`src/rtl/apb_pkg.sv`:
```
// Shared definitions for the APB4 master: FSM state encoding, APB4 pprot
// bit meanings and the width of the ACCESS-phase timeout counter.
package apb_pkg;

  typedef enum logic [1:0] {
    ST_IDLE   = 2'd0,
    ST_SETUP  = 2'd1,
    ST_ACCESS = 2'd2,
    ST_RESP   = 2'd3
  } apb_state_e;

  // pprot bit meanings (a set bit selects the named attribute)
  localparam logic [2:0] PPROT_PRIV   = 3'b001;
  localparam logic [2:0] PPROT_NONSEC = 3'b010;
  localparam logic [2:0] PPROT_INSTR  = 3'b100;

  // Wide enough for the largest legal TIMEOUT (255)
  localparam int TMO_CNT_W = 8;

endpackage

```
`src/rtl/apb4_master.sv`:
```
// APB4 master: accepts one request at a time on a valid/ready channel, runs
// it as an APB4 SETUP/ACCESS transfer with a bounded wait on pready, and
// presents the result on a valid/ready response channel.
//
// state     | meaning
// ----------+-----------------------------------------------------------
// ST_IDLE   | req_ready=1, waiting for req_valid
// ST_SETUP  | psel=1, penable=0, exactly one cycle
// ST_ACCESS | psel=1, penable=1, waiting for pready or the timeout count
// ST_RESP   | rsp_valid=1, fields held until rsp_ready
module apb4_master
  import apb_pkg::*;
#(
  parameter int ADDR_W  = 32,
  parameter int DATA_W  = 32,
  parameter int TIMEOUT = 16
) (
  input  logic                pclk,
  input  logic                preset,
  input  logic                req_valid,
  output logic                req_ready,
  input  logic                req_write,
  input  logic [ADDR_W-1:0]   req_addr,
  input  logic [DATA_W-1:0]   req_wdata,
  input  logic [DATA_W/8-1:0] req_strb,
  input  logic [2:0]          req_prot,
  output logic                rsp_valid,
  input  logic                rsp_ready,
  output logic [DATA_W-1:0]   rsp_rdata,
  output logic                rsp_err,
  output logic                rsp_timeout,
  output logic [ADDR_W-1:0]   paddr,
  output logic                psel,
  output logic                penable,
  output logic                pwrite,
  output logic [DATA_W-1:0]   pwdata,
  output logic [DATA_W/8-1:0] pstrb,
  output logic [2:0]          pprot,
  input  logic [DATA_W-1:0]   prdata,
  input  logic                pready,
  input  logic                pslverr
);

  localparam int STRB_W = DATA_W / 8;
  // Count value seen on the TIMEOUT-th ACCESS cycle (counter starts at 0)
  localparam logic [TMO_CNT_W-1:0] TMO_LAST = TMO_CNT_W'(TIMEOUT - 1);

  apb_state_e           state_q, state_d;
  logic [TMO_CNT_W-1:0] cnt_q, cnt_d;
  logic                 req_ready_q, req_ready_d;
  logic [ADDR_W-1:0]    paddr_q, paddr_d;
  logic                 psel_q, psel_d;
  logic                 penable_q, penable_d;
  logic                 pwrite_q, pwrite_d;
  logic [DATA_W-1:0]    pwdata_q, pwdata_d;
  logic [STRB_W-1:0]    pstrb_q, pstrb_d;
  logic [2:0]           pprot_q, pprot_d;
  logic                 rsp_valid_q, rsp_valid_d;
  logic [DATA_W-1:0]    rsp_rdata_q, rsp_rdata_d;
  logic                 rsp_err_q, rsp_err_d;
  logic                 rsp_timeout_q, rsp_timeout_d;

  // Next-state and next-output logic; every output is registered
  always_comb begin
    state_d       = state_q;
    cnt_d         = cnt_q;
    paddr_d       = paddr_q;
    psel_d        = psel_q;
    penable_d     = penable_q;
    pwrite_d      = pwrite_q;
    pwdata_d      = pwdata_q;
    pstrb_d       = pstrb_q;
    pprot_d       = pprot_q;
    rsp_valid_d   = rsp_valid_q;
    rsp_rdata_d   = rsp_rdata_q;
    rsp_err_d     = rsp_err_q;
    rsp_timeout_d = rsp_timeout_q;

    case (state_q)
      ST_IDLE: begin
        if (req_valid && req_ready_q) begin
          state_d   = ST_SETUP;
          cnt_d     = '0;
          paddr_d   = req_addr;
          pwrite_d  = req_write;
          pwdata_d  = req_wdata;
          pstrb_d   = req_write ? req_strb : '0;
          pprot_d   = req_prot;
          psel_d    = 1'b1;
          penable_d = 1'b0;
        end
      end
      ST_SETUP: begin
        state_d   = ST_ACCESS;
        penable_d = 1'b1;
      end
      ST_ACCESS: begin
        if (pready) begin
          state_d       = ST_RESP;
          psel_d        = 1'b0;
          penable_d     = 1'b0;
          rsp_valid_d   = 1'b1;
          rsp_rdata_d   = pwrite_q ? '0 : prdata;
          rsp_err_d     = pslverr;
          rsp_timeout_d = 1'b0;
        end else if (cnt_q == TMO_LAST) begin
          // Leaving on the terminal count means the counter never wraps
          state_d       = ST_RESP;
          psel_d        = 1'b0;
          penable_d     = 1'b0;
          rsp_valid_d   = 1'b1;
          rsp_rdata_d   = '0;
          rsp_err_d     = 1'b1;
          rsp_timeout_d = 1'b1;
        end else begin
          cnt_d = cnt_q + 1'b1;
        end
      end
      ST_RESP: begin
        if (rsp_ready) begin
          state_d     = ST_IDLE;
          rsp_valid_d = 1'b0;
        end
      end
      default: state_d = ST_IDLE;
    endcase

    // Registered from the next state so it rises the cycle after RESP exits
    req_ready_d = (state_d == ST_IDLE);
  end

  // State, counter and output registers with asynchronous reset
  always_ff @(posedge pclk or posedge preset) begin
    if (preset) begin
      state_q       <= ST_IDLE;
      cnt_q         <= '0;
      req_ready_q   <= 1'b0;
      paddr_q       <= '0;
      psel_q        <= 1'b0;
      penable_q     <= 1'b0;
      pwrite_q      <= 1'b0;
      pwdata_q      <= '0;
      pstrb_q       <= '0;
      pprot_q       <= '0;
      rsp_valid_q   <= 1'b0;
      rsp_rdata_q   <= '0;
      rsp_err_q     <= 1'b0;
      rsp_timeout_q <= 1'b0;
    end else begin
      state_q       <= state_d;
      cnt_q         <= cnt_d;
      req_ready_q   <= req_ready_d;
      paddr_q       <= paddr_d;
      psel_q        <= psel_d;
      penable_q     <= penable_d;
      pwrite_q      <= pwrite_d;
      pwdata_q      <= pwdata_d;
      pstrb_q       <= pstrb_d;
      pprot_q       <= pprot_d;
      rsp_valid_q   <= rsp_valid_d;
      rsp_rdata_q   <= rsp_rdata_d;
      rsp_err_q     <= rsp_err_d;
      rsp_timeout_q <= rsp_timeout_d;
    end
  end

  assign req_ready   = req_ready_q;
  assign paddr       = paddr_q;
  assign psel        = psel_q;
  assign penable     = penable_q;
  assign pwrite      = pwrite_q;
  assign pwdata      = pwdata_q;
  assign pstrb       = pstrb_q;
  assign pprot       = pprot_q;
  assign rsp_valid   = rsp_valid_q;
  assign rsp_rdata   = rsp_rdata_q;
  assign rsp_err     = rsp_err_q;
  assign rsp_timeout = rsp_timeout_q;

endmodule

```
`config.mk`:
```
export PLATFORM = sky130hd
export DESIGN_NAME = apb4_master
export DESIGN_NICKNAME = d
export VERILOG_FILES = /design/src/rtl/apb_pkg.sv /design/src/rtl/apb4_master.sv
export SDC_FILE = /design/constraint.sdc
export NUM_CORES = 1
export LEC_CHECK = 0
export BUFFER_PORTS_ARGS = -buffer_cell sky130_fd_sc_hd__buf_4
export CAP_MARGIN = 10
export CORE_ASPECT_RATIO = 2
export CORE_MARGIN = 2
export CORE_UTILIZATION = 43
export DETAILED_ROUTE_END_ITERATION = 12
export PLACE_DENSITY = 0.75
export SKIP_LAST_GASP = 1
export SLEW_MARGIN = 0
export SYNTH_ARGS = -nofsm -noshare
export SYNTH_HDL_FRONTEND = slang
export SYNTH_SLANG_ARGS = --single-unit
```
`constraint.sdc`:
```
create_clock -name pclk -period 3.41 [get_ports pclk]
set_clock_uncertainty 0.1 [all_clocks]
set_input_delay 0.1705 -clock pclk [delete_from_list [all_inputs] [get_ports pclk]]
set_output_delay 0.1705 -clock pclk [all_outputs]
set_load 0.05 [all_outputs]
```
==> out/results.tsv, run 1 <==
metric	value	unit
clk_latency	0.40	ns
final_antenna_net_count	0	
clock_power_share	20.4	%
yosysWarningCount	0	
synth_xor_area_share	0	%
p_per_area	1090	nW/µm²
ys_seq_area_share	60.9	%
holdBufCountCts	109	
portBuffers	219	
drt-total-wl	16.3	mm
tightest_slew	0.956	ns
whs_path_depth	3	
antenna_found_initial	2	
syn_nets	641	
clock-root-buffer	clkbuf_16	
core_area	11200	µm²
switching_share	47.6	%
drc_errors	0	
rsz0062_at_grt	no	
synthTopCellsByArea	dfrtp_1 61%, nand2_1 17%, a22oi_1 4.9%, o21ai_0 2.9%, inv_1 2.7%	
relSlewSlack	36.1	%
synthSimpleGateAreaFrac	21.2	%
report.final.slew_viol_count	0	
nNetsFinal	960	
drtIter0Drc	352	
grt_max_degree	78	
firstDrtPassIters	4	
vias	5108	
area_delta_synth_final	71.4	%
cts_max_path_buffers	2	
p_switching	4.38	mW
die_height	155	µm
fmax	398	MHz
period_needed	2.51	ns
start_kind	register	
ys_seq_elements	120	
postCtsSetupBuffers	0	
dpl_cell_area	6710	µm²
cp.arrival	2.75	ns
status	complete, no violations	
syn_area	4930	µm²
drive_gt1_share	30.8	%
cp_max_fo	77	
p_leak	4.40	nW
cts.sinks	120	
rr_worst_depth	5	
synth.area.mux_share	0.634	%
crit_required	3.65	ns
post-place-ws	1.05	ns
synth_top_family_by_area	simple AND/OR/NAND/NOR gates	
design_area	8450	µm²
combPwrFrac	51.3	%
power	9.19	mW
viasPerCell	5.09	
ioPinCount	220	
ctsResizeCount	0	
synth_edf_count	0	
path_clk_slew	0.05	ns
htree_levels	4	
p_int	4.81	mW
synth_area_per_cell	9.31	µm²
fin_ws	0.898	ns
synth_most_common_cell	nand2_1	
synth_cells	530	
cap_violations	0	
dp_cells	862	
whs	0.0340	ns
vdd_drop_max	0.645	mV
instances_no_fill	1004	
rows	55	
yosysTopAreaCell	dfrtp_1	
grt_pass1_vias	5356	
post-route-util	75.4	%
min_period_over_period	73.7	%
crit_type	register to register	
synth_compound_area_share	11.3	%
final.setup.tns	0	ns
async_flop_share	100	%
routedWlPerCell	16.2	µm
die_area	12400	µm²
grt_usage	26.9	%
synthFlopType	dfrtp_1	
crit_path_end_kind	register	
hpwl	9.50	mm
die_x	79.7	µm
synthAdderAreaFrac	0.254	%
start_util	44.0	%
finalHoldViolCount	0	
synthDistinctLibCells	45	
p_seq_share	28.2	%
setup_viol	0	
synth_common_cells	222 x nand2_1, 120 x dfrtp_1, 35 x inv_1	
grt_overflow	0	
hp-class	primary input to register	
grt_pass1_wl	25.6	mm
cts-buffers-inserted	17	
gp_congestion	0.856	
cts_tree	done	
synth_top_cell_area_share	60.9	%
[layer usage]
layer,share of wire (%),up-vias,global-route usage [%]
met5,0,-,0
met4,5.8,0,17.4
met3,4.8,68,6.79
met2,55,225,47.3
met1,35,2465,27.5
li1,-,2350,-
[sequential cells by signal (all words and copies together) (netlist names)]
signal and count:
psel 1, rsp_valid 1, pstrb 4, paddr 32, rsp_rdata 32, cnt_q 8
req_ready 1, pwrite 1, pprot 3, rsp_err 1, pwdata 32, penable 1
rsp_timeout 1, state_q 2
[power groups by stage]
stage / logic [mW] / registers (mW) / clock network (mW)
after detailed placement: 4.52 / 2.58 / 0
final: 4.72 / 2.60 / 1.88
after floorplan: 1.00 / 4.61 / 0
after global routing: 4.97 / 2.67 / 1.97
after global placement: 4.45 / 2.55 / 0
after CTS: 4.63 / 2.57 / 1.90
[path summary, 6_finish.rpt]
check | start | to | slack (ns)
min reg2reg | paddr[7] | paddr[7] | 0.37
min in group asynchronous | preset | paddr[15] | 0.23
max in group asynchronous | preset | pprot[0] | 2.15
max | state_q[1] | pstrb[3] | 0.90
max reg2reg | state_q[1] | pstrb[3] | 0.90
min | rsp_ready | rsp_valid | 0.03
[area by class of cell]
class / count / area [µm²]
inverters: 35 / 135
clock inverters: 8 / 145
fillers: 696 / 2760
repair buffers: 335 / 2820
multi-input cells: 340 / 1690
flip-flops and latches: 120 / 3000
clock buffers: 22 / 474
diodes: 2 / 5.00
well taps: 142 / 178
[critical path: stages, from the launching register on]
cell	delay, ns
dfrtp_1	0.53
nor4bb_4	0.33
buf_4	0.64
nand3_1	0.16
dlygate4sd3_1	0.60
nand2_1	0.08
[cell usage in the layout, fill, tap and decap left out, drive strengths merged, types with 4 or more instances in the layout]
master       Yosys  final
nand2          222    222
dfrtp          120    120
nand3            9      9
dlygate4sd3      0    109
clkbuf          20     22
buf             15    226
bufinv           0      4
inv             35     34
a22oi           32     32
o21ai           33     33
[cell families after synthesis]
family | count (synthesis)
adder cells (fa/ha/maj) | 1
flip-flops | 120
buffers and inverters | 70
AO/OA/AOI/OAI | 85
AND/OR/NAND/NOR | 251
multiplexers | 3
Power figures use the tool's default switching activity.
==> run 2: changes to the inputs <==
==> constraint.sdc (replaced) <==
create_clock -name pclk -period 2.3 [get_ports pclk]
set_clock_uncertainty 0.1 [all_clocks]
set_input_delay 0.115 -clock pclk [delete_from_list [all_inputs] [get_ports pclk]]
set_output_delay 0.115 -clock pclk [all_outputs]
set_load 0.05 [all_outputs]
==> out/results.tsv, run 2 (same netlist as run 1, synthesis figures left out) <==
metric	value	unit
report.final.slew_viol_count	0	
portBuffers	219	
crit_path_end_kind	register	
tightest_slew	0.747	ns
power	13.8	mW
viasPerCell	5.15	
start_util	44.0	%
clk_latency	0.41	ns
area_delta_synth_final	73.4	%
grt_pass1_vias	5545	
layout_common_cells	228 x buf_4, 222 x nand2_1, 120 x dfrtp_1	
drc_errors	0	
htree_levels	4	
path_clk_slew	0.06	ns
p_leak	4.45	nW
p_per_area	1610	nW/µm²
postCtsSetupBuffers	0	
post-place-ws	0.281	ns
die_area	12400	µm²
fillers	684	
status	complete, no violations	
final.setup.tns	0	ns
finalHoldViolCount	0	
fmax	460	MHz
start_kind	register	
ioPinCount	220	
setup_viol	0	
rsz0062_at_grt	no	
fin_ws	0.127	ns
rows	55	
core_area	11200	µm²
cts.sinks	120	
routedWlPerCell	16.7	µm
period_needed	2.17	ns
grt_usage	27.7	%
holdBufCountCts	112	
cap_violations	0	
drt-total-wl	16.9	mm
cts_max_path_buffers	2	
antenna_found_initial	1	
grt_pass1_wl	26.5	mm
clock-root-buffer	clkbuf_16	
final_common_cell	buf_4	
relSlewSlack	50.2	%
crit_type	register to register	
cp.arrival	2.42	ns
gp_congestion	0.840	
firstDrtPassIters	6	
grt_overflow	0	
vias	5213	
vdd_drop_max	0.955	mV
cts_tree	done	
drtIter0Drc	332	
cts-buffers-inserted	17	
grt_max_degree	73	
hpwl	10.0	mm
die_height	155	µm
min_period_over_period	94.5	%
final_antenna_net_count	0	
die_x	79.7	µm
hp-class	primary input to register	
ctsResizeCount	0	
drive_gt1_share	31.5	%
cp_max_fo	64	
nNetsFinal	968	
crit_required	2.54	ns
-- run 2: cell types whose count changed in the layout (fill, tap and decap cells not counted), moves of 2 or more --
| cell | delta |
|---|---|
| clkbuf_1 | -2 |
| inv_6 | +3 |
| clkinv_4 | +3 |
| buf_12 | +2 |
| dlygate4sd3_1 | +3 |
| buf_4 | +4 |
-- run 2: path summary, 6_finish.rpt --
path,from,end,slack (ns),cells past startpoint
worst max-delay path,state_q[1],pstrb[2],0.13,6
worst min-delay path,req_valid,cnt_q[4],0.1,3
worst max register to register,state_q[1],pstrb[2],0.13,6
worst min register to register,pstrb[3],pstrb[3],0.38,2
max in group asynchronous,preset,paddr[29],1.16,4
min in group asynchronous,preset,rsp_rdata[29],0.24,4
-- run 2: critical path, stage by stage (launching register included) --
cell and delay (ns):
dfrtp_1 0.36, buf_4 0.18, nor4bb_4 0.37, buf_12 0.31
nand3_1 0.12, dlygate4sd3_1 0.57, nand2_1 0.07
-- run 2: per-stage QoR --
stage	util, %	cell area [µm²]	hold WS [ns]	instances
floorplan	-	4940	0.101	530
global placement	60.5	6780	0.130	868
detailed placement	60.5	6780	0.133	868
CTS	76.2	8550	0.0795	1012
finish	76.2	8550	0.0975	1013
global route	76.2	8550	0.0983	1013
-- run 2: area by class of cell --
type                            count  area (µm²)  share of cell area (%)
Tap cell                          142         178                    2.08
Sequential cell                   120        3000                    35.1
Timing Repair Buffer              343        2890                    33.8
Multi-Input combinational cell    340        1690                    19.8
Inverter                           35         135                    1.58
Antenna cell                        1        2.50                  0.0293
Clock inverter                     13         193                    2.25
Clock buffer                       19         453                    5.30
-- run 2: report_power, final --
group	total (mW)	switching [mW]	leakage [nW]	internal (mW)
clock	2.88	1.00	0.311	1.88
sequential	3.79	0.713	1.47	3.08
combinational	7.11	4.93	2.66	2.18
total	13.8	6.64	4.45	7.15
-- run 2: metal layers --
layer	vias to the layer above	part of all wire, %	global-route usage [%]
li1	2383	-	-
met1	2497	35	28.5
met2	253	53	47.8
met3	80	5.3	6.32
met4	0	6.4	20.1
met5	-	0	0
==> run 3: changes to the inputs <==
--- a/config.mk
+++ b/config.mk
@@ -9,9 +9,9 @@
 export CAP_MARGIN = 10
 export CORE_ASPECT_RATIO = 2
 export CORE_MARGIN = 2
-export CORE_UTILIZATION = 43
+export CORE_UTILIZATION = 51
 export DETAILED_ROUTE_END_ITERATION = 12
-export PLACE_DENSITY = 0.75
+export PLACE_DENSITY = 0.84
 export SKIP_LAST_GASP = 1
 export SLEW_MARGIN = 0
 export SYNTH_ARGS = -nofsm -noshare
==> constraint.sdc (replaced) <==
create_clock -name pclk -period 2.7 [get_ports pclk]
set_clock_uncertainty 0.1 [all_clocks]
set_input_delay 0.135 -clock pclk [delete_from_list [all_inputs] [get_ports pclk]]
set_output_delay 0.135 -clock pclk [all_outputs]
set_load 0.05 [all_outputs]
==> out/results.tsv, run 3 (same netlist as run 1, synthesis figures left out) <==
metric	value	unit
final.setup.tns	0	ns
vias	5558	
fmax	411	MHz
relSlewSlack	48.0	%
die_x	73.5	µm
p_per_area	1400	nW/µm²
crit_path_end_kind	register	
rr_startpoint	state_q[1]	
finalHoldViolCount	0	
final_antenna_net_count	0	
cap_violations	0	
report.final.slew_viol_count	0	
hp-class	primary input to async pin	
period_needed	2.43	ns
hpwl	9.86	mm
final_common_cell	buf_4	
min_period_over_period	90.1	%
cts.sinks	120	
vdd_drop_max	1.04	mV
grt_pass1_vias	5863	
rsz0062_at_grt	no	
viasPerCell	5.72	
core_area	9380	µm²
clock_power_share	19.9	%
dp_cells	827	
switching_share	49.8	%
clock-root-buffer	clkbuf_16	
firstDrtPassIters	5	
portBuffers	219	
gp_congestion	0.897	
start_kind	register	
cp.arrival	2.67	ns
die_area	10500	µm²
ioPinCount	220	
grt_max_degree	66	
crit_start	state_q[1]	
p_leak	4.40	nW
cts_max_path_buffers	2	
combPwrFrac	51.8	%
drc_errors	0	
fin_ws	0.267	ns
htree_levels	4	
crit_type	register to register	
start_util	52.6	%
drt-total-wl	19.3	mm
setup_viol	0	
clk_latency	0.40	ns
rows	50	
cp_max_fo	50	
instances_no_fill	972	
grt_pass1_wl	29.1	mm
tightest_slew	0.778	ns
cts-buffers-inserted	17	
drtIter0Drc	445	
grt_usage	36.8	%
drive_gt1_share	31.3	%
p_switching	5.89	mW
routedWlPerCell	19.9	µm
antenna_found_initial	2	
layout_common_cells	226 x buf_4, 222 x nand2_1, 120 x dfrtp_1	
nNetsFinal	964	
p_seq_share	28.3	%
path_clk_slew	0.06	ns
grt_overflow	0	
status	complete, no violations	
cts_tree	done	
p_int	5.93	mW
crit_required	2.94	ns
area_delta_synth_final	70.9	%
die_height	143	µm
post-place-ws	0.734	ns
postCtsSetupBuffers	0	
## run 3: cell types whose count changed in the layout (fill, tap and decap cells not counted), sizes merged
cell,before,now
bufinv,4,3
diode,1,2
clkinv,4,3
clkbuf,19,18
buf,231,228
dlygate4sd3,112,111
clkinvlp,3,6
## run 3: power by group through the flow
stage / sequential (mW) / combinational, mW / clock (mW)
3_5_place_dp: 3.27 / 5.73 / 0
4_1_cts: 3.25 / 5.89 / 2.34
6_report: 3.35 / 6.12 / 2.35
2_1_floorplan: 5.82 / 1.27 / 0
3_3_place_gp: 3.20 / 5.63 / 0
5_1_grt: 3.41 / 6.37 / 2.45
## run 3: path summary, 6_finish.rpt
check,end,slack [ns],depth (start not counted)
setup / recovery,pstrb[0],0.27,5
hold / removal,paddr[22],0.14,3
setup reg to reg,pstrb[0],0.27,5
hold reg to reg,pwdata[5],0.38,2
max in group asynchronous,pwdata[2],1.50,4
min in group pclk,penable,0.21,4
## run 3: critical path, stage by stage, from the launching register on
cell and delay, ns:
dfrtp_1 0.53, nor4bb_4 0.40, buf_4 0.52, nand3_1 0.12
dlygate4sd3_1 0.57, nand2_1 0.10
## run 3: per-layer routing
| metal | wire (µm) | global-route usage (%) |
|---|---|---|
| met4 | 1210 | 23.6 |
| met2 | 10500 | 63.2 |
| met5 | 0 | 0 |
| met1 | 6390 | 38.1 |
| met3 | 1240 | 9.81 |
## run 3: final cells by class
class,count,area (µm²)
Timing Repair Buffer,339,2850
Fill cell,368,957
Clock buffer,18,439
Sequential cell,120,3000
Multi-Input combinational cell,340,1690
Tap cell,104,130
Inverter,35,135
Clock inverter,14,173
Antenna cell,2,5.00
## run 3: what timing repair did
action                                 in CTS  in global routing
endpoints found under the hold margin     180                  0
gates resized for setup                     0                  0
hold buffers                              111                  0
## run 3: through the flow
stage	power, mW	utilization, %	instance area [µm²]	hold slack (ns)
2_1_floorplan	7.09	-	4940	0.121
3_3_place_gp	8.83	71.4	6700	-0.0186
3_5_place_dp	9.00	71.4	6700	-0.0109
4_1_cts	11.5	89.7	8420	0.124
5_1_grt	12.2	89.8	8430	0.142
6_report	11.8	89.8	8430	0.140
